$ cat config.mk
export PLATFORM = sky130hd
export DESIGN_NAME = fir_decim_fifo
export DESIGN_NICKNAME = d
export VERILOG_FILES = /design/src/rtl/fir_decim_fifo.sv
export SDC_FILE = /design/constraint.sdc
export NUM_CORES = 1
export LEC_CHECK = 0
export ABC_CLOCK_PERIOD_IN_PS = 4100
export CELL_PAD_IN_SITES_DETAIL_PLACEMENT = 1
export CELL_PAD_IN_SITES_GLOBAL_PLACEMENT = 1
export CORE_ASPECT_RATIO = 1.25
export CORE_UTILIZATION = 53
export CTS_BUF_LIST = sky130_fd_sc_hd__clkbuf_8
export DETAILED_ROUTE_END_ITERATION = 12
export GPL_TIMING_DRIVEN = 0
export PLACE_DENSITY_LB_ADDON = 0.1
export SLEW_MARGIN = 30
export SYNTH_ARGS = -nofsm -noshare
export SYNTH_HDL_FRONTEND = slang
export SYNTH_SLANG_ARGS = --single-unit
$ cat constraint.sdc
create_clock -name clk -period 4.1 [get_ports clk]
set_input_delay 1.025 -clock clk [delete_from_list [all_inputs] [get_ports clk]]
set_output_delay 1.025 -clock clk [all_outputs]
set_load 0.05 [all_outputs]
$ cat src/rtl/fir_decim_fifo.sv
// Post-FIR decimator: drops pipeline warm-up samples, keeps every DECIM-th
// sample and buffers kept samples in a first-word-fall-through FIFO.
module fir_decim_fifo #(
  parameter int DATA_W = 16,
  parameter int DECIM  = 4,
  parameter int WARMUP = 14,
  parameter int DEPTH  = 8
) (
  input  logic                         clk,
  input  logic                         rst_n,
  input  logic                         in_en,
  input  logic [DATA_W-1:0]            din,
  output logic [DATA_W-1:0]            m_data,
  output logic                         m_valid,
  input  logic                         m_ready,
  output logic [$clog2(DEPTH+1)-1:0]   fill,
  output logic                         ovf,
  input  logic                         ovf_clr
);

  localparam int AW  = $clog2(DEPTH);
  localparam int FW  = $clog2(DEPTH + 1);
  localparam int WCW = (WARMUP > 1) ? $clog2(WARMUP) : 1;
  localparam int PHW = (DECIM > 1) ? $clog2(DECIM) : 1;

  localparam logic [WCW-1:0] WARM_LAST = WCW'((WARMUP > 0) ? WARMUP - 1 : 0);
  localparam logic [PHW-1:0] PH_LAST   = PHW'(DECIM - 1);
  localparam logic [FW-1:0]  FILL_MAX  = FW'(DEPTH);

  typedef enum logic {WARM, RUN} mode_t;
  localparam mode_t MODE_INIT = (WARMUP == 0) ? RUN : WARM;

  mode_t              r_mode;
  logic [WCW-1:0]     r_warm_cnt;
  logic [PHW-1:0]     r_phase;
  logic [DATA_W-1:0]  r_mem [DEPTH];
  logic [AW-1:0]      r_wr_ptr;
  logic [AW-1:0]      r_rd_ptr;
  logic [FW-1:0]      r_fill;
  logic               r_ovf;

  logic w_keep;
  logic w_pop;
  logic w_push;
  logic w_full;
  logic w_drop;

  always_comb begin
    // NOTE: every always_comb output is given a default first so no latch can be inferred.
    w_keep = 1'b0;
    w_full = (r_fill == FILL_MAX);
    w_pop  = m_valid && m_ready;
    if (r_mode == RUN && in_en && r_phase == '0) w_keep = 1'b1;
    w_push = w_keep && (!w_full || w_pop);
    w_drop = w_keep && w_full && !w_pop;
  end

  // Warm-up / decimation sequencing; RUN is left only through reset.
  always_ff @(posedge clk or posedge rst_n) begin
    if (rst_n) begin
      r_mode     <= MODE_INIT;
      r_warm_cnt <= '0;
      r_phase    <= '0;
    end else if (in_en) begin
      // NOTE: state is updated with non-blocking assignments so every register sees pre-edge values.
      case (r_mode)
        WARM: begin
          r_warm_cnt <= r_warm_cnt + WCW'(1);
          if (r_warm_cnt == WARM_LAST) begin
            r_mode  <= RUN;
            r_phase <= '0;
          end
        end
        RUN: r_phase <= (r_phase == PH_LAST) ? '0 : r_phase + PHW'(1);
        default: r_mode <= MODE_INIT;
      endcase
    end
  end

  // NOTE: sample storage is deliberately not reset; r_fill alone decides what is valid.
  always_ff @(posedge clk) begin
    if (w_push) r_mem[r_wr_ptr] <= din;
  end

  always_ff @(posedge clk or posedge rst_n) begin
    if (rst_n) begin
      r_wr_ptr <= '0;
      r_rd_ptr <= '0;
      r_fill   <= '0;
      r_ovf    <= 1'b0;
    end else begin
      if (w_push) r_wr_ptr <= r_wr_ptr + AW'(1);
      if (w_pop)  r_rd_ptr <= r_rd_ptr + AW'(1);
      if (w_push && !w_pop)      r_fill <= r_fill + FW'(1);
      else if (w_pop && !w_push) r_fill <= r_fill - FW'(1);
      // A drop in the same cycle as a clear keeps the flag set.
      if (w_drop)       r_ovf <= 1'b1;
      else if (ovf_clr) r_ovf <= 1'b0;
    end
  end

  assign m_valid = (r_fill != '0);
  assign m_data  = m_valid ? r_mem[r_rd_ptr] : '0;
  assign fill    = r_fill;
  assign ovf     = r_ovf;

endmodule

==> flow_summary_export.csv, run 1 <==
group,metric,value,unit
clocking,path_clk_slew,0.08,ns
clocking,h-tree-depth,4,
clocking,clk_path_buf_depth,2,
die,io_pins,43,
logic_synthesis,yosysTopAreaCell,"edfxtp_1",
finish,final_common_cell,"edfxtp_1",
critical_path,cp.required,3.07,ns
pwr,p_per_area,796,nW/um^2
clocking,cts_tree,"done",
finish,nFillCells,912,
logic_synthesis,synth_top_area_share,66.0,%
clocking,insertion_delay,0.43,ns
logic_synthesis,syn_area,5830,um^2
sta,slew_headroom,40.3,%
clocking,numCtsBuffers,17,
sta,min_period_over_period,96.7,%
die,core,10700,um^2
pwr,switchingPower,2.02,mW
critical_path,crit_chain,"or4_1 -> buf_2 -> and2_4 -> buf_6 -> buf_6 -> a22o_1 -> clkdlybuf4s50_1",
critical_path,critPathSlowestCell,"clkdlybuf4s50_1",
route,drt_iter0_drc,153,
clocking,cts_setup_buffers,0,
placed_design,dpl_worst_slack,0.241,ns
die,start_util,54.6,%
placed_design,dpl.hpwl,7700,um
logic_synthesis,async_reset_ff_share,12.3,%
run,drv_cap,0,
sta,finalHoldViolCount,0,
pwr,p_comb_share,40.4,%
finish,drive_gt1_share,25.9,%
pwr,p_seq_share,34.5,%
global_route,use_met3,4.92,%
logic_synthesis,ys.flop_type,"edfxtp_1",
pwr,p_leak,2.46,nW
pwr,p_total,5.64,mW
route,routed_wl,12600,um
finish,diodes,0,
critical_path,max_stage_delay,0.70,ns
pwr,netSwitchingFraction,35.8,%
finish,fin_cells,506,
sta,setup_viol,0,
route,drc_errors,0,
logic_synthesis,syn_inst,289,
sta,skew,0.0118,ns
sta,tightest_slew,0.891,ns
route,firstDrtPassIters,4,
placed_design,gp_congestion,0.690,
placed_design,dp_cells,475,
pwr,cellInternalPower,3.62,mW
logic_synthesis,ys.warnings.count,0,
logic_synthesis,synth_area_leaders,"edfxtp_1 66%, mux4_2 12%, dfrtp_1 7.7%",
critical_path,end_kind,"output pin",
clocking,cts-root-buf,"clkbuf_8",
finish,layout.nets,392,
critical_path,r2r_slack,1.00,ns
logic_synthesis,synth_edf_count,128,
sta,clock.fmax,0.252,GHz
global_route,grt_antenna_before_repair,0,
critical_path,critPathArrivalTime,2.94,ns
global_route,grt_max_degree,19,
finish,layout_common_cells,"128 x edfxtp_1, 38 x clkdlybuf4s50_1, 32 x mux4_2, 20 x clkbuf_8, 18 x dfrtp_1",
logic_synthesis,synth_fp_nets,320,
run_status,status,"finished clean",
die,fp.dieW,95.8,um
logic_synthesis,ys_ff_latch,146,
logic_synthesis,yosysSeqAreaShare,73.7,%
pwr,ir_drop,0.483,mV
finish,area_delta_synth_final,21.6,%
sta,rsz0062_at_grt,"false",
logic_synthesis,avgSynthCellArea,20.2,um^2
global_route,grt_use_total,24.9,%
hold_path,hold_class,"reg -> reg",
route,wire_per_inst,24.9,um
die,rows,42,
pwr,p_clk_share,25.1,%
global_route,grtUsageMet2,41.8,%
sta,setup_slack,0.135,ns
die,fp.dieH,119,um
critical_path,crit_type,"reg -> out",
global_route,first_global_vias,3394,
die,die_area,11400,um^2
sta,finalWorstPathRequiredPeriod,3.97,ns
sta,fin_tns_setup,0,ns
global_route,grt_use_met1,31.2,%
sta,drv_slew,0,
clocking,cts_sinks,146,
critical_path,critPathLaunchType,"register",
critical_path,crit_path_frequent_cell,"buf_6",
global_route,grt_pass1_wl,19500,um
route,via_per_inst,6.02,
logic_synthesis,yosysUniqueCellTypes,38,
global_route,grt-busiest-layer,"met2",
critical_path,worstPathMaxFanout,10,
route,dr_total_vias,3044,
placed_design,port_buffers,42,
route,ant_nets,0,
global_route,grt_overflow,0,
==> kinds of logic (layout without fill, tap and decap cells) <==
family	count (synthesis)	after routing	share of synthesized area (%)
AOI/OAI and AO/OA	27	27	3.82
buffers and inverters	21	106	1.95
and+or+nand+nor	40	40	3.78
DFF	146	146	73.7
muxes	36	36	13.1
xor gates and xnor gates	9	9	1.35
adders and majority gates	10	10	2.28
==> cell usage after synthesis, types with 5 or more instances <==
| cell | count |
|---|---|
| nand2_1 | 7 |
| mux4_2 | 32 |
| nand3_1 | 6 |
| nand2b_1 | 5 |
| xnor2_1 | 8 |
| clkbuf_1 | 6 |
| inv_1 | 7 |
| a22o_1 | 16 |
| dfrtp_1 | 18 |
| ha_1 | 9 |
| edfxtp_1 | 128 |
==> layout make-up <==
| cell class | instances | area (um^2) | share of cell area, % |
|---|---|---|---|
| inverter | 7 | 26.3 | 0.371 |
| tap | 132 | 165 | 2.33 |
| sequential | 146 | 4290 | 60.6 |
| timing repair buffer | 54 | 524 | 7.40 |
| clock inverter | 12 | 235 | 3.32 |
| clock buffer | 20 | 275 | 3.89 |
| multi-input combinational | 122 | 1470 | 20.7 |
| buffer | 13 | 95.1 | 1.34 |
==> layer usage <==
metal / wire length (um) / up-vias
met3: 414 / 22
met5: 0 / -
met4: 303 / 0
met2: 6730 / 86
li1: - / 1325
met1: 5170 / 1611
==> path summary, 6_finish.rpt <==
| kind | start | to | cells after the start |
|---|---|---|---|
| setup / recovery | fill[0] | m_data[6] | 7 |
| hold / removal | r_warm_cnt[3] | r_warm_cnt[3] | 1 |
| setup reg to reg | fill[0] | fill[3] | 9 |
| hold reg to reg | r_warm_cnt[3] | r_warm_cnt[3] | 1 |
| max in group asynchronous | rst_n | ovf | 2 |
| min in group asynchronous | rst_n | r_warm_cnt[2] | 2 |
==> flip-flops by register name, summed over array words and instances, names as in the netlist <==
signal      count
r_mode          1
fill            4
r_wr_ptr        3
r_rd_ptr        3
r_phase         2
r_warm_cnt      4
ovf             1
r_mem         128
==> per-stage QoR <==
step,cell area (um^2),hold slack [ns],utilization [%]
6_report,7080,0.484,66.4
5_1_grt,7080,0.520,66.4
4_1_cts,7080,0.486,66.4
3_5_place_dp,6570,0.469,61.6
3_3_place_gp,6410,0.468,60.1
2_1_floorplan,5830,0.446,-
==> critical path: cells and delay by family (launching register included) <==
kind	cells	cell delay, ns
DFF	1	0.46
and+or+nand+nor	2	0.69
buffers and inverters	4	1.14
AOI/OAI and AO/OA	1	0.21
==> power groups by stage <==
stage	combinational, mW	clock (mW)	sequential, mW
floorplan	1.55	0	1.99
global placement	2.21	0	1.95
global route	2.42	1.48	1.98
detailed placement	2.31	0	1.96
CTS	2.33	1.43	1.94
finish	2.28	1.42	1.95
==> what timing repair did <==
action                                  CTS  global route
resized for setup                         9             1
hold buffers                              0             0
endpoints found under the setup margin   16            13
gates cloned                              0             0
No activity file was read; power rests on OpenSTA's default activity.
==> run 2, diff against run 1 <==
--- a/config.mk
+++ b/config.mk
@@ -12,7 +12,6 @@
 export CORE_UTILIZATION = 53
 export CTS_BUF_LIST = sky130_fd_sc_hd__clkbuf_8
 export DETAILED_ROUTE_END_ITERATION = 12
-export GPL_TIMING_DRIVEN = 0
 export PLACE_DENSITY_LB_ADDON = 0.1
 export SLEW_MARGIN = 30
 export SYNTH_ARGS = -nofsm -noshare
==> flow_summary_export.csv, run 2 (synthesized netlist as in run 1, its figures left out) <==
group,metric,value,unit
pwr,p_per_area,757,nW/um^2
pwr,p_leak,2.34,nW
sta,min_period_over_period,83.7,%
hold_path,hold_class,"reg -> reg",
global_route,use_met3,6.64,%
global_route,grtUsageMet2,37.3,%
critical_path,crit_chain,"or4_1 -> nor2b_1 -> buf_4 -> a22o_1 -> buf_4",
route,routed_wl,11300,um
critical_path,critPathArrivalTime,2.41,ns
clocking,cts_sinks,146,
finish,regMostFlops,"r_mem",
finish,layout_common_cells,"128 x edfxtp_1, 32 x mux4_2, 28 x buf_4, 26 x clkdlybuf4s50_1, 19 x clkbuf_8",
clocking,cts.repair.resized,0,
finish,diodes,0,
placed_design,gp_congestion,0.679,
finish,layout.nets,380,
die,start_util,54.6,%
route,wire_per_inst,22.8,um
sta,finalWorstPathRequiredPeriod,3.43,ns
global_route,first_global_vias,3138,
die,die_area,11400,um^2
route,drt_iter0_drc,133,
sta,setup_viol,0,
die,core,10700,um^2
critical_path,cp.required,3.07,ns
sta,rsz0062_at_grt,"false",
global_route,grt_max_degree,33,
sta,drv_slew,0,
sta,fin_tns_setup,0,ns
route,dr_total_vias,2917,
clocking,numCtsBuffers,17,
placed_design,port_buffers,42,
clocking,clk_path_buf_depth,2,
clocking,insertion_delay,0.44,ns
sta,slew_headroom,50.2,%
global_route,grt_use_met1,26.9,%
finish,area_delta_synth_final,17.0,%
sta,skew,0.0125,ns
route,firstDrtPassIters,4,
finish,largest_reg_flops,128,
sta,clock.fmax,0.291,GHz
clocking,path_clk_slew,0.07,ns
route,ant_nets,0,
sta,tightest_slew,0.746,ns
critical_path,max_stage_delay,0.65,ns
finish,final_cell_area,6820,um^2
clocking,holdBufCountCts,0,
critical_path,path_buf_inv,2,
clocking,cts_setup_buffers,0,
clocking,cts-root-buf,"clkbuf_8",
global_route,grt_use_total,22.2,%
route,drc_errors,0,
global_route,grt_antenna_before_repair,0,
finish,final_core_util,63.9,%
run,drv_cap,0,
critical_path,worstPathMaxFanout,16,
critical_path,critPathTopFamily,"simple AND/OR/NAND/NOR gates",
placed_design,place_area,6420,um^2
critical_path,critPathSlowestCell,"or4_1",
die,fp.dieW,95.8,um
route,via_per_inst,5.90,
sta,finalHoldViolCount,0,
critical_path,crit_type,"reg -> out",
critical_path,end_kind,"output pin",
clocking,h-tree-depth,4,
die,fp.dieH,119,um
critical_path,crit_path_frequent_cell,"buf_4",
placed_design,dpl.hpwl,6960,um
global_route,grt_overflow,0,
die,io_pins,43,
finish,drive_gt1_share,28.5,%
die,rows,42,
global_route,grt_pass1_wl,17400,um
clocking,cts_tree,"done",
global_route,grt-busiest-layer,"met2",
pwr,ir_drop,0.508,mV
critical_path,critPathLaunchType,"register",
run_status,status,"finished clean",
pwr,p_total,5.16,mW
finish,final_common_cell,"edfxtp_1",
-- run 2: cell count changes in the layout (fill, tap and decap cells not counted), moves of 4 or more --
cell and delta:
bufinv_16 -5, buf_4 +22, clkdlybuf4s50_1 -12, buf_6 -10, buf_2 -4
-- run 2: layout make-up --
class,instances,area (um^2)
sequential,146,4300
clock buffer,19,262
fill,907,3850
inverter,7,26.3
clock inverter,13,136
multi-input combinational,122,1450
tap,132,165
timing repair buffer,55,490
-- run 2: path summary, 6_finish.rpt --
path                              from     endpoint  slack, ns  cells past startpoint
max                            fill[0]   m_data[14]       0.67                      5
min                        r_rd_ptr[2]  r_rd_ptr[2]       0.52                      1
max reg2reg                    fill[0]      fill[3]       1.07                      9
min reg2reg                r_rd_ptr[2]  r_rd_ptr[2]       0.52                      1
max in group asynchronous        rst_n  r_rd_ptr[0]       2.56                      2
min in group asynchronous        rst_n       r_mode       1.01                      2
-- run 2: worst reg2reg max path: stages, from the launching register on --
cell and delay [ns]:
dfrtp_1 0.47, or3_1 0.48, o21ai_2 0.37, inv_1 0.12
ha_1 0.27, inv_1 0.15, ha_1 0.31, or4_1 0.50
nand3_1 0.12, o221ai_1 0.12
-- run 2: routing by layer --
| metal | part of all wire, % | up-vias |
|---|---|---|
| li1 | - | 1297 |
| met1 | 40 | 1542 |
| met2 | 54 | 63 |
| met3 | 4.5 | 15 |
| met4 | 1.6 | 0 |
| met5 | 0 | - |
-- run 2: stage by stage --
| step | cells | hold WS, ns | setup slack, ns |
|---|---|---|---|
| floorplan | 289 | 0.446 | 0.774 |
| global placement | 462 | 0.476 | 0.437 |
| detailed placement | 462 | 0.502 | 0.339 |
| CTS | 494 | 0.517 | 0.599 |
| global route | 494 | 0.529 | 0.505 |
| finish | 494 | 0.516 | 0.666 |
-- run 2: report_power, final --
group          switching, mW  internal [mW]  total [mW]
logic                   1.24          0.849        2.09
registers              0.183           1.80        1.98
clock network          0.525          0.570        1.09
